==> src/rtl/k1_pkg.sv <==
// k1_pkg: shared types and default widths for the Processor K1 front end.
// Optional feature macro used by the fetch unit: FETCH_TIMEOUT_EN.
package k1_pkg;

    localparam int K1_SIZE        = 8;
    localparam int K1_INSTR_WIDTH = 32;

    typedef enum logic [1:0] {
        S_BOOT      = 2'd0,
        S_FETCH     = 2'd1,
        S_HOLD      = 2'd2,
        S_WAIT_NEXT = 2'd3
    } fetchState_t;

endpackage

==> src/rtl/program_fetch_unit_if.sv <==
// program_fetch_unit_if: instruction-memory req/ack bus plus the
// instruction valid/ready link to decode. The master side is the fetch unit.
interface program_fetch_unit_if
    import k1_pkg::*;
#(
    parameter int SIZE        = K1_SIZE,
    parameter int INSTR_WIDTH = K1_INSTR_WIDTH
);

    logic                   imemReq;
    logic [SIZE-1:0]        imemAddr;
    logic                   imemAck;
    logic [INSTR_WIDTH-1:0] imemData;
    logic [INSTR_WIDTH-1:0] instr;
    logic                   instrValid;
    logic                   instrReady;

    modport master (
        output imemReq,
        output imemAddr,
        input  imemAck,
        input  imemData,
        output instr,
        output instrValid,
        input  instrReady
    );

    modport slave (
        input  imemReq,
        input  imemAddr,
        output imemAck,
        output imemData,
        input  instr,
        input  instrValid,
        output instrReady
    );

endinterface

==> src/rtl/fetch_timeout_counter.sv <==
// fetch_timeout_counter: counts cycles a fetch has waited for its ack and
// flags expiry on the TIMEOUT-th waiting cycle. Present only when the
// FETCH_TIMEOUT_EN macro is defined.
`ifdef FETCH_TIMEOUT_EN
module fetch_timeout_counter #(
    parameter int TIMEOUT = 15
) (
    input  logic clk,
    input  logic reset,
    input  logic clear,
    input  logic enable,
    output logic expired
);

    localparam int CntW = $clog2(TIMEOUT + 1);

    logic [CntW-1:0] count;

    assign expired = enable && (count == CntW'(TIMEOUT - 1));

    // Wait counter: restarts on clear or on expiry, otherwise advances while enabled.
    always_ff @(posedge clk or negedge reset) begin
        if (!reset) begin
            count <= '0;
        end else if (clear || expired) begin
            count <= '0;
        end else if (enable) begin
            count <= count + CntW'(1);
        end
    end

endmodule
`endif

==> src/rtl/program_fetch_unit.sv <==
// program_fetch_unit: latches the next program number into the PC, fetches
// the instruction at that address over req/ack and hands it to decode over
// valid/ready. currentCount feeds the PC back to the identifier stage.
// Optional feature macro: FETCH_TIMEOUT_EN (fetch retry on missing ack,
// reported through the sticky fetchError flag).
module program_fetch_unit
    import k1_pkg::*;
#(
    parameter int              SIZE        = K1_SIZE,
    parameter int              INSTR_WIDTH = K1_INSTR_WIDTH,
    parameter logic [SIZE-1:0] RESET_PC    = '0,
    parameter int              TIMEOUT     = 15
) (
    input  logic                  clk,
    input  logic                  reset,
    input  logic [SIZE-1:0]       nextProgramNum,
    input  logic                  nextProgramValid,
    output logic [SIZE-1:0]       currentCount,
    program_fetch_unit_if.master  bus,
    output logic                  protocolError,
    output logic                  fetchError
);

    if (TIMEOUT < 2) begin : gTimeoutRange
        $error("program_fetch_unit: TIMEOUT must be at least 2");
    end

    fetchState_t            state;
    logic [SIZE-1:0]        pc;
    logic [SIZE-1:0]        pendingPc;
    logic                   pending;
    logic                   imemReqQ;
    logic [INSTR_WIDTH-1:0] instrQ;
    logic                   instrValidQ;
    logic                   protocolErrorQ;
    logic                   handshake;
    logic                   stashNext;

    assign currentCount   = pc;
    assign bus.imemAddr   = pc;
    assign bus.imemReq    = imemReqQ;
    assign bus.instr      = instrQ;
    assign bus.instrValid = instrValidQ;
    assign protocolError  = protocolErrorQ;

    assign handshake = instrValidQ && bus.instrReady;
    assign stashNext = (state == S_HOLD) && !handshake && nextProgramValid;

`ifdef FETCH_TIMEOUT_EN
    logic fetchErrorQ;
    logic waitClear;
    logic waitEnable;
    logic expired;

    // The counter runs only while a request is actually outstanding; the
    // one-cycle request drop after expiry and every other state hold it at 0.
    assign waitClear  = !((state == S_FETCH) && imemReqQ);
    assign waitEnable = (state == S_FETCH) && imemReqQ && !bus.imemAck;
    assign fetchError = fetchErrorQ;

    fetch_timeout_counter #(
        .TIMEOUT (TIMEOUT)
    ) uTimeout (
        .clk     (clk),
        .reset   (reset),
        .clear   (waitClear),
        .enable  (waitEnable),
        .expired (expired)
    );
`else
    assign fetchError = 1'b0;
`endif

    // Address of a next-program strobe that arrived while decode was stalled.
    always_ff @(posedge clk) begin
        if (stashNext) begin
            pendingPc <= nextProgramNum;
        end
    end

    // Fetch sequencer: PC, memory request, decode output and sticky errors.
    always_ff @(posedge clk or negedge reset) begin
        if (!reset) begin
            state          <= S_BOOT;
            pc             <= RESET_PC;
            pending        <= 1'b0;
            imemReqQ       <= 1'b0;
            instrQ         <= '0;
            instrValidQ    <= 1'b0;
            protocolErrorQ <= 1'b0;
`ifdef FETCH_TIMEOUT_EN
            fetchErrorQ    <= 1'b0;
`endif
        end else begin
            case (state)
                S_BOOT: begin
                    if (nextProgramValid) begin
                        protocolErrorQ <= 1'b1;
                    end
                    imemReqQ <= 1'b1;
                    state    <= S_FETCH;
                end

                S_FETCH: begin
                    if (nextProgramValid) begin
                        protocolErrorQ <= 1'b1;
                    end
                    if (imemReqQ && bus.imemAck) begin
                        instrQ      <= bus.imemData;
                        instrValidQ <= 1'b1;
                        imemReqQ    <= 1'b0;
                        state       <= S_HOLD;
                    end
`ifdef FETCH_TIMEOUT_EN
                    else if (expired) begin
                        fetchErrorQ <= 1'b1;
                        imemReqQ    <= 1'b0;
                    end else if (!imemReqQ) begin
                        imemReqQ <= 1'b1;
                    end
`endif
                end

                S_HOLD: begin
                    if (handshake) begin
                        instrValidQ <= 1'b0;
                        if (pending || nextProgramValid) begin
                            // A stashed address wins; a fresh strobe on top
                            // of it cannot be kept and is flagged.
                            pc       <= pending ? pendingPc : nextProgramNum;
                            pending  <= 1'b0;
                            imemReqQ <= 1'b1;
                            state    <= S_FETCH;
                            if (pending && nextProgramValid) begin
                                protocolErrorQ <= 1'b1;
                            end
                        end else begin
                            state <= S_WAIT_NEXT;
                        end
                    end else if (nextProgramValid) begin
                        pending <= 1'b1;
                        if (pending) begin
                            protocolErrorQ <= 1'b1;
                        end
                    end
                end

                S_WAIT_NEXT: begin
                    if (nextProgramValid) begin
                        pc       <= nextProgramNum;
                        imemReqQ <= 1'b1;
                        state    <= S_FETCH;
                    end
                end

                default: begin
                    state    <= S_BOOT;
                    imemReqQ <= 1'b0;
                end
            endcase
        end
    end

endmodule
==> src/flat_wrapper.sv <==
// flat-port wrapper written by rule: the top's interface ports become plain ports
module program_fetch_unit_flat import k1_pkg::*;
#(
    parameter int              SIZE        = K1_SIZE,
    parameter int              INSTR_WIDTH = K1_INSTR_WIDTH,
    parameter logic [SIZE-1:0] RESET_PC    = '0,
    parameter int              TIMEOUT     = 15
)
  (clk, reset, nextProgramNum, nextProgramValid, currentCount, protocolError, fetchError, bus_imemReq, bus_imemAddr, bus_imemAck, bus_imemData, bus_instr, bus_instrValid, bus_instrReady);
  program_fetch_unit_if #(.SIZE(SIZE), .INSTR_WIDTH(INSTR_WIDTH)) bus_i ();
  input  logic clk;
  input  logic reset;
  input  logic [SIZE-1:0] nextProgramNum;
  input  logic nextProgramValid;
  output logic [SIZE-1:0] currentCount;
  output logic protocolError;
  output logic fetchError;
  output wire logic [$bits(bus_i.imemReq)-1:0] bus_imemReq;
  output wire logic [$bits(bus_i.imemAddr)-1:0] bus_imemAddr;
  input wire logic [$bits(bus_i.imemAck)-1:0] bus_imemAck;
  input wire logic [$bits(bus_i.imemData)-1:0] bus_imemData;
  output wire logic [$bits(bus_i.instr)-1:0] bus_instr;
  output wire logic [$bits(bus_i.instrValid)-1:0] bus_instrValid;
  input wire logic [$bits(bus_i.instrReady)-1:0] bus_instrReady;
  assign bus_imemReq = bus_i.imemReq;
  assign bus_imemAddr = bus_i.imemAddr;
  assign bus_i.imemAck = bus_imemAck;
  assign bus_i.imemData = bus_imemData;
  assign bus_instr = bus_i.instr;
  assign bus_instrValid = bus_i.instrValid;
  assign bus_i.instrReady = bus_instrReady;
  program_fetch_unit #(.SIZE(SIZE), .INSTR_WIDTH(INSTR_WIDTH), .RESET_PC(RESET_PC), .TIMEOUT(TIMEOUT)) u_core (.clk(clk), .reset(reset), .nextProgramNum(nextProgramNum), .nextProgramValid(nextProgramValid), .currentCount(currentCount), .bus(bus_i), .protocolError(protocolError), .fetchError(fetchError));
endmodule
==> config.mk <==
export PLATFORM = sky130hd
export DESIGN_NAME = program_fetch_unit_flat
export DESIGN_NICKNAME = d
export VERILOG_FILES = /design/src/rtl/k1_pkg.sv /design/src/rtl/program_fetch_unit_if.sv /design/src/rtl/fetch_timeout_counter.sv /design/src/rtl/program_fetch_unit.sv /design/src/flat_wrapper.sv
export SDC_FILE = /design/constraint.sdc
export NUM_CORES = 1
export LEC_CHECK = 0
export CAP_MARGIN = 20
export CELL_PAD_IN_SITES_DETAIL_PLACEMENT = 1
export CELL_PAD_IN_SITES_GLOBAL_PLACEMENT = 2
export CORE_MARGIN = 3
export CORE_UTILIZATION = 29
export DETAILED_ROUTE_END_ITERATION = 8
export GPL_TIMING_DRIVEN = 0
export PLACE_DENSITY = 0.93
export RECOVER_POWER = 100
export SLEW_MARGIN = 15
export SYNTH_ARGS = -nofsm -noshare
export SYNTH_HDL_FRONTEND = slang
export SYNTH_SLANG_ARGS = --single-unit
export TNS_END_PERCENT = 30
==> constraint.sdc <==
create_clock -name clk -period 3.39 [get_ports clk]
set_input_delay 0.5085 -clock clk [delete_from_list [all_inputs] [get_ports clk]]
set_output_delay 0.5085 -clock clk [all_outputs]
set_load 0.02 [all_outputs]
* Word-level counts from Yosys, hierarchy flattened
Cells that the tools add are included.
Widths: inputs -> output; s select.
** Word-level totals
- Flip-flop bits (word level) :: 54
- Bits in latches :: 0
- Bits in writable memories :: 0
- ROM bits :: 0
- Input port bits :: 45
- Output and inout bits :: 52
- Logic and storage cells :: 67
- Memories :: 0
** Operators by class
- $add $sub $neg :: 0
- Multiply operators :: 0
- Div/mod/pow operators :: 0
- Magnitude comparators :: 0
- Equality and inequality tests :: 13
- Shift-type cells :: 0
- Muxes and demuxes :: 26
- Bitwise logic cells :: 0
- Reduce and logical (&&, ||, !) cells :: 20
** Operator list (count)
- $mux 8 :: 4
- $pmux 8 s2 :: 1
- $mux 1 :: 13
- $reduce_and 3->1 :: 3
- $mux 2 :: 4
- $pmux 2 s4 :: 1
- $reduce_and 4->1 :: 2
- $reduce_bool 2->1 :: 4
- $ne 2x1->1 const B :: 3
- $ne 2x2->1 const B :: 3
- $ne 3x3->1 const B :: 2
- $reduce_and 6->1 :: 1
- $logic_and 1x1->1 :: 5
- $eq 2x2->1 const B :: 2
- $pmux 1 s2 :: 2
- $pmux 1 s4 :: 1
- $ne 3x1->1 const B :: 1
- $ne 3x2->1 const B :: 1
- $eq 2x1->1 const B :: 1
- $logic_not 2->1 :: 1
- $reduce_and 2->1 :: 1
- $reduce_or 2->1 :: 1
- $logic_not 1->1 :: 1
- $logic_or 1x1->1 :: 1

* Longest topological paths before layout
Gate-level depths: netlist of run 1.
- Depth in word-level cells :: 5
- Depth in mapped cells :: 7
- Depth with buffers taken out :: 6

* Least setup slack after synthesis of run 1
No wires, ideal clock.
- Kind :: reg2reg
- Start :: register u_core.state[0]
- End :: register u_core.pc[0], in the netlist u_core.bus.imemAddr[0]
- Arrival :: 1.531 ns
- Data required time :: 3.265 ns
- Setup slack :: 1.734 ns
- Stages on the path, launching flop included :: 7
- Buffers on the path :: 1
- Clock period less this slack :: 1.656 ns
- Path through :: dfrtp_1 -> ha_1 -> nor2b_4 -> buf_6 -> o2111ai_2 -> o21ai_4 -> mux2_2
** On the way
- Longest elaborated chain between the ends :: 3
- Elaborated cells on any way between the ends :: 8
- Those cells by class :: eq/ne: 5; mux: 1; reduce/logical: 2
** Ends and longest elaborated chain
- start: declaration :: line program_fetch_unit.sv:28 : fetchState_t state;
- start signal: assignment :: line program_fetch_unit.sv:84 : state <= S_BOOT;
- start signal: assignment :: line program_fetch_unit.sv:101 : state <= S_FETCH;
- start signal: assignment :: line program_fetch_unit.sv:112 : state <= S_HOLD;
- $eq 2x2->1 :: line program_fetch_unit.sv:95 : case (state)
- $ne 2x2->1 (no line) (tied with other cells)
- $reduce_and 4->1 (no line)
- end signal: assignment :: line program_fetch_unit.sv:130 : pc <= pending ? pendingPc : nextProgramNum;
- end signal: assignment :: line program_fetch_unit.sv:150 : pc <= nextProgramNum;
- end: declaration :: line program_fetch_unit.sv:29 : logic [SIZE-1:0] pc;
Several ways; a longest one is shown, not always the timed one.
A chain may end at the register's enable or synchronous reset.

* Worst setup path after layout of run 1
- Start :: register u_core.state[0]
- End :: register u_core.pc[3], in the netlist u_core.bus.imemAddr[3]
The elaborated chain is that of the path after synthesis.

==> implementation parameters, run 1 <==
Parameter                              Value

Run status
  Outcome    complete, no violations

Place
  Placed standard-cell area    3420 µm²
  Half-perimeter wire length after detailed placement    4090 µm
  # port buffers    95
  Cell count after placement    356
  Weighted congestion at the end of routability-driven global placement    0.725
  Worst slack, placed    1250 ps

Yosys
  Fraction of registers with async set/reset    85.2%
  Unique cell type count in the Yosys netlist    25
  Seq/Total Area, Yosys    59.7%
  Number of enable flip-flop cells after synthesis    8
  Register bit total from synthesis    54
  Number of instances in the synthesized netlist    158
  Average size of a mapped cell    14.7 µm²
  Syn Std Cell Area    2330 µm²
  Number of warnings reported in the yosys synthesis log    0
  Most instantiated flip-flop cell in the synthesis netlist    sky130_fd_sc_hd__dfrtp_1
  Syn Nets    208

Global routing
  Residual overflow from global routing    0
  Number of antenna violations at the first check in global routing    0
  Global-route wire length before repair    8760 µm
  Maximum number of pins on one net before global-route repair    27
  Aggregate global-route resource usage    12.2%
  Number of global-route vias before repair    1791

Drt
  Antenna Nets Post-Route    0
  DR DRC count    0
  Number of detailed-route iterations in the first pass    4
  Number of vias after detailed routing    1631
  Detail-routed net length per standard cell    14.6 µm
  Vias per cell    4.48
  Starting DRT DRC Count    27
  Final wirelength    5300 µm

Critical path
  Startpoint of the worst register-to-register path    u_core.state[0]
  Worst r2r path cells    5
  Path type of the worst setup path    register to register
  Library cell contributing the largest single delay on the critical path    sky130_fd_sc_hd__o21ai_0
  Cell family with the largest share of critical-path delay    compound AO/OA/AOI/OAI gates
  Worst-path cell chain    inv_1, ha_1, clkbuf_1, o21ai_0, mux2_2
  Start point of the critical path    u_core.state[0]
  Longest individual stage delay on the worst path    950 ps
  Buffering stage count on the worst path with inverters included    2
  R2R setup slack    920 ps
  Arrival @ worst endpoint    2660 ps
  Critical register-to-register path endpoint    u_core.bus.imemAddr[3]
  CP max FO    9
  Critical path required time    3580 ps
  Kind of end point of the critical path    register
  Kind of launch point of the worst setup path    register

STA
  Number of setup violations in the final report    0
  Final Cycle Share    72.8%
  Hold Violations, Final    0
  Total count of max-transition violations in the final report    0
  Final-layout setup total negative slack    0 ps
  Actual slew at the worst max-slew pin    1210 ps
  RSZ-0062 raised after global routing    false
  Worst relative slew slack    19.2%
  Highest attainable clock frequency    0.405 GHz
  Fin crit period    2470 ps
  Slack of the critical path    922 ps
  Final worst clock skew    2.73 ps
  Hold_ws    432 ps

Die
  Starting utilization of the core area    30.0%
  I/O pin total    97
  Die span in x    95.6 µm
  Placeable core region    7770 µm²
  DIE HEIGHT    95.6 µm
  Number of rows created at floorplan    32
  Die area    9150 µm²

Power
  Worst vdd rail ir drop    0.410 mV
  Sw frac    36.5%
  P_sw    1.17 mW
  Leak Pwr    1.48 nW
  Tot Pwr    3.20 mW
  Power per standard cell area    909 nW/µm²
  Power share of the combinational group    52.2%
  Part of the total power dissipated in sequential elements    34.3%
  Clock power share    13.6%
  Internal Power    2.03 mW

Final layout
  Final cell area excluding filler cells    3520 µm²
  Utilization after layout    45.3%
  Number of standard cells in the layout, taps in and fillers out    364
  Synth-to-Final Area Change    51.0%
  Commonest non-fill, non-tap cell in the layout    sky130_fd_sc_hd__dlygate4sd3_1
  Number of antenna cells inserted    0
  Number of nets in the finished design    311
  Commonest non-fill, non-tap cells in the layout    sky130_fd_sc_hd__dlygate4sd3_1, sky130_fd_sc_hd__mux2_2, sky130_fd_sc_hd__dfrtp_1
  Share of cells above drive strength 1    26.3%

Clock tree
  Count of H-tree levels built during CTS    2
  Buffer cell driving the clock tree root    sky130_fd_sc_hd__clkbuf_8
  Post-CTS resize count    0
  Clock slew seen by the registers of the worst setup and hold paths    100 ps
  TritonCTS clock tree    yes
  Hold Buf Count CTS    0
  Clock buffer count from CTS    5
  Clock sink total    54
  Number of buffers on the longest clock path    2
  Setup Fix Bufs, Post-CTS    0
  Skew-Pair Late Insertion Delay    300 ps

Run
  Max-cap viol count    0

Worst hold path
  Hold WC Path Type    primary input to asynchronous set/reset pin
cell families (layout without fill, tap and decap cells):
family                     Yosys count  count (layout)  synth area share, %
DFF                                 54              54                 59.7
muxes                               51              51                 24.5
buffers and inverters               19             123                 5.05
AOI/OAI and AO/OA                   16              16                 4.99
and+or+nand+nor                     12              12                 2.90
adders and majority gates            5               5                 2.69
other                                1               1                0.161
Yosys cell counts, drive strengths merged, types with 2 or more instances:
cell    instances  share of area (%)
o21bai          2               0.64
inv             5               0.81
buf            14                4.2
nand2           5               0.81
dfrtp          46                 49
mux2i           3                1.3
nand3           2               0.43
edfxtp          8                 10
a21oi           3               0.64
a21boi          2               0.64
ha              5                2.7
a31oi           2               0.54
o21ai           5                1.6
mux2           48                 23
power by group through the flow:
stage | sequential (mW) | clock, mW | combinational [mW]
2_1_floorplan | 1.42 | 0 | 0.700
3_3_place_gp | 1.11 | 0 | 1.78
3_5_place_dp | 1.13 | 0 | 1.82
4_1_cts | 1.11 | 0.453 | 1.83
5_1_grt | 1.14 | 0.478 | 1.81
6_report | 1.10 | 0.434 | 1.67
worst max-delay path by stage:
stage	slack, ps	to	depth (start not counted)
after floorplan	1730	u_core.bus.imemAddr[0]	6
after global placement	360	u_core.bus.instr[4]	1
after detailed placement	1250	u_core.state[0]	5
after CTS	1420	bus_instrValid	1
after global routing	700	u_core.bus.imemAddr[6]	5
final	920	u_core.bus.imemAddr[3]	5
cell type report:
| type | instances | area, µm² |
|---|---|---|
| plain buffers | 14 | 93.8 |
| clock buffers | 6 | 72.6 |
| clock inverters | 2 | 38.8 |
| repair buffers | 96 | 965 |
| multi-input cells | 85 | 810 |
| well taps | 102 | 128 |
| fillers | 835 | 4250 |
| inverters | 5 | 18.8 |
| flip-flops and latches | 54 | 1390 |
flip-flops by register name, indices dropped and copies added (netlist names):
signal / count
u_core.bus.imemAddr: 8
u_core.bus.imemReq: 1
u_core.bus.instr: 32
u_core.bus.instrValid: 1
u_core.pending: 1
u_core.pendingPc: 8
u_core.protocolError: 1
u_core.state: 2
worst register-to-register path: cells and delay by family, from the launching register on:
kind / cells / cell delay, ps
buffers and inverters: 2 / 330
flip-flops: 1 / 450
multiplexers: 1 / 430
adder cells (fa/ha/maj): 1 / 210
AO/OA/AOI/OAI: 1 / 950
per-layer routing:
metal	GRT usage [%]	vias to the layer above	part of all wire, %
li1	-	748	-
met1	14.5	814	40
met2	20.3	65	50
met3	5.13	4	9.1
met4	3.20	0	0.87
met5	0	-	0
Note: power is estimated with default switching activity, not from simulation.
==> run 2: changes to the inputs <==
- CORE_UTILIZATION: 29 -> 27
- PLACE_DENSITY: 0.93 -> 0.89
- clock period: 3.39 -> 2.5 ns (I/O delays scaled with it)
==> run 2 against run 1 <==
  * The flow now finishes with violations (capacitance limit, slew limit)
  * Non-clock buffer count did not move
  * Cell area shrank 0.28%
  * Critical path type unchanged
  * Critical path depth did not move
  * Clock power increased by 9.7%
  * Wire length grew 2.5%
  * Sequential share of layout area is 0.11 points higher
  * Combinational power up 36%
  * Global-route usage down 0.94 points
  * Critical endpoint is now u_core.bus.instr[5]
  * Clock-buffer cell count down 1
==> implementation parameters, run 2 (synthesized netlist as in run 1, its figures left out) <==
Parameter                              Value

Global routing
  Maximum number of pins on one net before global-route repair    29
  Aggregate global-route resource usage    11.3%
  Residual overflow from global routing    0
  Number of global-route vias before repair    1820
  Global-route wire length before repair    8890 µm
  Number of antenna violations at the first check in global routing    0

STA
  Hold_ws    488 ps
  Worst relative slew slack    -15.3%
  RSZ-0062 raised after global routing    false
  Actual slew at the worst max-slew pin    1730 ps
  Total count of max-transition violations in the final report    28
  Final Cycle Share    79.8%
  Highest attainable clock frequency    0.501 GHz
  Final worst clock skew    8.01 ps
  Slack of the critical path    505 ps
  Number of setup violations in the final report    0
  Fin crit period    2000 ps
  Hold Violations, Final    0

Critical path
  R2R setup slack    500 ps
  Arrival @ worst endpoint    2190 ps
  CP max FO    10
  Kind of end point of the critical path    register
  Worst r2r path cells    5
  Critical register-to-register path endpoint    u_core.bus.instr[5]
  Path type of the worst setup path    register to register
  Startpoint of the worst register-to-register path    u_core.state[1]
  Kind of launch point of the worst setup path    register
  Critical path required time    2690 ps

Drt
  Starting DRT DRC Count    43
  Antenna Nets Post-Route    0
  Number of detailed-route iterations in the first pass    3
  DR DRC count    0
  Number of vias after detailed routing    1626
  Final wirelength    5430 µm
  Vias per cell    4.43
  Detail-routed net length per standard cell    14.8 µm

Worst hold path
  Worst hold path cell count    1
  Hold WC Path Type    register to register
  Hold EP    u_core.protocolError
  Worst Min Path Start    u_core.protocolError

Final layout
  Number of nets in the finished design    311
  Number of antenna cells inserted    0
  Number of fill cells in the layout    885
  Synth-to-Final Area Change    50.5%
  Commonest non-fill, non-tap cells in the layout    sky130_fd_sc_hd__dlygate4sd3_1, sky130_fd_sc_hd__mux2_2, sky130_fd_sc_hd__dfrtp_1
  Commonest non-fill, non-tap cell in the layout    sky130_fd_sc_hd__dlygate4sd3_1
  Max FFs per register    32
  Share of cells above drive strength 1    26.3%

Run
  Max-cap viol count    1

Clock tree
  Clock sink total    54
  Clock slew seen by the registers of the worst setup and hold paths    90 ps
  Hold Buf Count CTS    0
  Skew-Pair Late Insertion Delay    300 ps
  Buffer cell driving the clock tree root    sky130_fd_sc_hd__clkbuf_8
  Setup Fix Bufs, Post-CTS    0
  Count of H-tree levels built during CTS    2
  Clock buffer count from CTS    5
  Post-CTS resize count    0
  TritonCTS clock tree    yes
  Number of buffers on the longest clock path    2

Place
  Worst slack, placed    481 ps
  Weighted congestion at the end of routability-driven global placement    0.716
  # port buffers    95
  Half-perimeter wire length after detailed placement    4200 µm

Die
  Die area    9780 µm²
  Die span in x    98.9 µm
  DIE HEIGHT    98.9 µm
  Number of rows created at floorplan    33
  Starting utilization of the core area    28.1%
  I/O pin total    97
  Placeable core region    8300 µm²

Power
  Power per standard cell area    1210 nW/µm²
  Worst vdd rail ir drop    0.521 mV
  Leak Pwr    1.47 nW

Run status
  Violated checks    capacitance limit, slew limit
  Outcome    complete, but fails checks
[run 2: cell type report]
cell class / instances / area [µm²] / share of cell area (%)
multi-input cells: 85 / 815 / 23.2
flip-flops and latches: 54 / 1390 / 39.7
well taps: 105 / 131 / 3.75
plain buffers: 14 / 93.8 / 2.68
repair buffers: 96 / 972 / 27.7
clock buffers: 5 / 68.8 / 1.96
inverters: 5 / 18.8 / 0.535
clock inverters: 3 / 16.3 / 0.464
[run 2: worst max-delay path, cell delays in order (launching register included)]
cell                       delay, ps
sky130_fd_sc_hd__dfrtp_1         430
sky130_fd_sc_hd__inv_1           120
sky130_fd_sc_hd__ha_1            260
sky130_fd_sc_hd__nand3_1         200
sky130_fd_sc_hd__clkbuf_1        480
sky130_fd_sc_hd__mux2_2          410
[run 2: metal layers]
layer	track usage [%]	vias to the layer above	wire length, µm	share of wire [%]
li1	-	750	-	-
met3	5.59	5	572	11
met2	18.4	66	2560	47
met1	13.5	805	2250	41
met4	2.21	0	41	0.75
met5	0	-	0	0
[run 2: worst max-delay path by stage]
stage	from	end	cells past startpoint
finish	u_core.state[1]	u_core.bus.instr[5]	5
detailed placement	bus_instrReady	u_core.state[0]	5
global route	u_core.state[1]	u_core.bus.instr[5]	5
global placement	reset	u_core.bus.instr[18]	1
floorplan	u_core.state[0]	u_core.bus.imemAddr[0]	6
CTS	u_core.state[1]	u_core.state[0]	6
[run 2: power by group]
| part | internal, mW | switching [mW] | total, mW | leakage [nW] |
|---|---|---|---|---|
| clock | 0.193 | 0.283 | 0.476 | 0.0416 |
| sequential | 1.27 | 0.218 | 1.49 | 0.611 |
| combinational | 1.18 | 1.09 | 2.27 | 0.818 |
[run 2: stage by stage]
stage,cell area [µm²],total power [mW],util [%],TNS [ps],cells
4_1_cts,3520,4.49,42.4,0,367
3_5_place_dp,3430,4.00,41.4,0,359
3_3_place_gp,3410,3.93,41.1,-19340,358
5_1_grt,3510,4.54,42.3,0,367
6_report,3510,4.23,42.3,0,367
2_1_floorplan,2330,2.87,-,0,158
==> run 3: changes to the inputs <==
- CORE_UTILIZATION: 27 -> 25
- PLACE_DENSITY: 0.89 -> 0.86
- clock period: 2.5 -> 1.8 ns (I/O delays scaled with it)
==> run 3 against run 2 <==
  * The run now ends clean
  * Sequential cell count is the same
  * Cell area increased by 2.1%
  * Utilization shrank 2.0 points
  * Final cell count up 1.4%
  * Clock-buffer cell count rose by 1
  * Hold slack worse by 7.9 ps
  * First-iteration DRC count shrank 65%
==> implementation parameters, run 3 (synthesized netlist as in run 1, its figures left out) <==
Parameter                              Value

Critical path
  Kind of launch point of the worst setup path    register
  Kind of end point of the critical path    register
  R2R setup slack    70 ps
  Worst r2r path cells    6
  CP max FO    9
  Startpoint of the worst register-to-register path    u_core.state[0]
  Critical path required time    1990 ps
  Path type of the worst setup path    register to register
  Worst-path cell chain    ha_4, nor2b_4, buf_8, o2111ai_2, o21ai_4, mux2_2
  Start point of the critical path    u_core.state[0]
  Arrival @ worst endpoint    1920 ps
  Cell family with the largest share of critical-path delay    flip-flops
  Buffering stage count on the worst path with inverters included    1
  Critical register-to-register path endpoint    u_core.bus.imemAddr[0]
  Library cell contributing the largest single delay on the critical path    sky130_fd_sc_hd__dfrtp_2
  Longest individual stage delay on the worst path    470 ps

Power
  Worst vdd rail ir drop    0.611 mV
  Power per standard cell area    1740 nW/µm²
  Leak Pwr    1.48 nW

Final layout
  Commonest non-fill, non-tap cell in the layout    sky130_fd_sc_hd__clkdlybuf4s50_1
  Number of nets in the finished design    313
  Synth-to-Final Area Change    53.7%
  Final cell area excluding filler cells    3580 µm²
  Commonest non-fill, non-tap cells in the layout    sky130_fd_sc_hd__clkdlybuf4s50_1, sky130_fd_sc_hd__mux2_2, sky130_fd_sc_hd__dfrtp_1
  Number of antenna cells inserted    0
  Max FFs per register    32
  Share of cells above drive strength 1    31.1%
  Number of fill cells in the layout    924

Place
  Half-perimeter wire length after detailed placement    4180 µm
  Weighted congestion at the end of routability-driven global placement    0.702
  Worst slack, placed    -68.2 ps
  # port buffers    95
  Placed standard-cell area    3430 µm²

Drt
  Detail-routed net length per standard cell    14.8 µm
  DR DRC count    0
  Vias per cell    4.37
  Number of detailed-route iterations in the first pass    3
  Final wirelength    5510 µm
  Starting DRT DRC Count    15
  Antenna Nets Post-Route    0
  Number of vias after detailed routing    1624

STA
  Highest attainable clock frequency    0.576 GHz
  Number of setup violations in the final report    0
  Worst relative slew slack    19.8%
  Actual slew at the worst max-slew pin    1200 ps
  Hold Violations, Final    0
  RSZ-0062 raised after global routing    true
  Total count of max-transition violations in the final report    0
  Final Cycle Share    96.4%
  Final worst clock skew    6.93 ps
  Slack of the critical path    65.0 ps
  Fin crit period    1730 ps

Clock tree
  Clock buffer count from CTS    5
  Clock slew seen by the registers of the worst setup and hold paths    90 ps
  TritonCTS clock tree    yes
  Skew-Pair Late Insertion Delay    300 ps
  Buffer cell driving the clock tree root    sky130_fd_sc_hd__clkbuf_8
  Number of buffers on the longest clock path    2
  Clock sink total    54
  Count of H-tree levels built during CTS    2

Die
  DIE HEIGHT    103 µm
  Number of rows created at floorplan    34
  Die span in x    103 µm
  I/O pin total    97
  Placeable core region    8890 µm²
  Starting utilization of the core area    26.2%
  Die area    10500 µm²

Global routing
  Number of global-route vias before repair    1777
  Number of antenna violations at the first check in global routing    0
  Residual overflow from global routing    0
  Global-route wire length before repair    8700 µm
  Aggregate global-route resource usage    10.6%
  Maximum number of pins on one net before global-route repair    28

Run
  Max-cap viol count    0

Run status
  Outcome    complete, no violations

Worst hold path
  Worst hold path cell count    1
  Hold EP    u_core.protocolError
  Worst Min Path Start    u_core.protocolError
  Hold WC Path Type    register to register
run 3: cell count changes in the layout (fill, tap and decap cells not counted), moves of 2 or more:
cell,previous run,this run
sky130_fd_sc_hd__dlygate4sd3_1,59,9
sky130_fd_sc_hd__clkdlybuf4s50_1,35,86
sky130_fd_sc_hd__dfrtp_2,0,2
sky130_fd_sc_hd__ha_1,5,3
sky130_fd_sc_hd__clkbuf_1,5,2
sky130_fd_sc_hd__dfrtp_1,46,44
sky130_fd_sc_hd__buf_4,9,14
run 3: timing repair:
action,CTS,global route
endpoints found under the setup margin,40,40
pin swaps,0,0
hold buffers,1,0
gates resized for setup,6,9
endpoints found under the hold margin,19,0
buffers inserted,1,0
run 3: area by class of cell:
type / instances / area [µm²] / area share, %
plain buffers: 14 / 113 / 3.14
clock buffers: 6 / 72.6 / 2.03
clock inverters: 2 / 13.8 / 0.384
inverters: 5 / 18.8 / 0.524
multi-input cells: 85 / 852 / 23.8
flip-flops and latches: 54 / 1390 / 38.9
well taps: 108 / 135 / 3.77
repair buffers: 98 / 982 / 27.4
run 3: routing by layer:
layer / up-vias / track usage [%] / wire length, µm
met5: - / 0 / 0
met2: 62 / 17.4 / 2720
met3: 2 / 4.74 / 532
met1: 811 / 12.9 / 2240
met4: 0 / 2.42 / 19
li1: 749 / - / -
run 3: worst register-to-register path: stages, from the launching register on:
cell	delay, ps
sky130_fd_sc_hd__dfrtp_2	470
sky130_fd_sc_hd__ha_4	210
sky130_fd_sc_hd__nor2b_4	120
sky130_fd_sc_hd__buf_8	140
sky130_fd_sc_hd__o2111ai_2	140
sky130_fd_sc_hd__o21ai_4	170
sky130_fd_sc_hd__mux2_2	380
run 3: power by group:
group	internal [mW]	total, mW	switching, mW
logic	1.94	3.47	1.54
clock network	0.276	0.671	0.395
registers	1.77	2.10	0.330
total	3.98	6.24	2.26
run 3: how the worst max path moves through the flow:
stage	to	cells past startpoint	slack, ps
2_1_floorplan	u_core.bus.imemAddr[0]	6	140
3_3_place_gp	u_core.bus.instr[7]	1	-1020
3_5_place_dp	u_core.state[0]	5	-70
4_1_cts	u_core.bus.imemAddr[5]	6	7
5_1_grt	u_core.bus.imemAddr[0]	6	-20
6_report	u_core.bus.imemAddr[0]	6	70
run 3: per-stage QoR:
stage | hold WS, ps | cells | power (mW) | TNS, ps | utilization [%]
finish | 480 | 372 | 6.24 | 0 | 40.3
CTS | 477 | 372 | 6.31 | 0 | 39.9
detailed placement | 271 | 362 | 5.55 | -847 | 38.6
global placement | 461 | 361 | 5.45 | -47380 | 38.4
global route | 521 | 372 | 6.68 | -55.0 | 40.3
floorplan | -25.6 | 158 | 3.99 | 0 | -
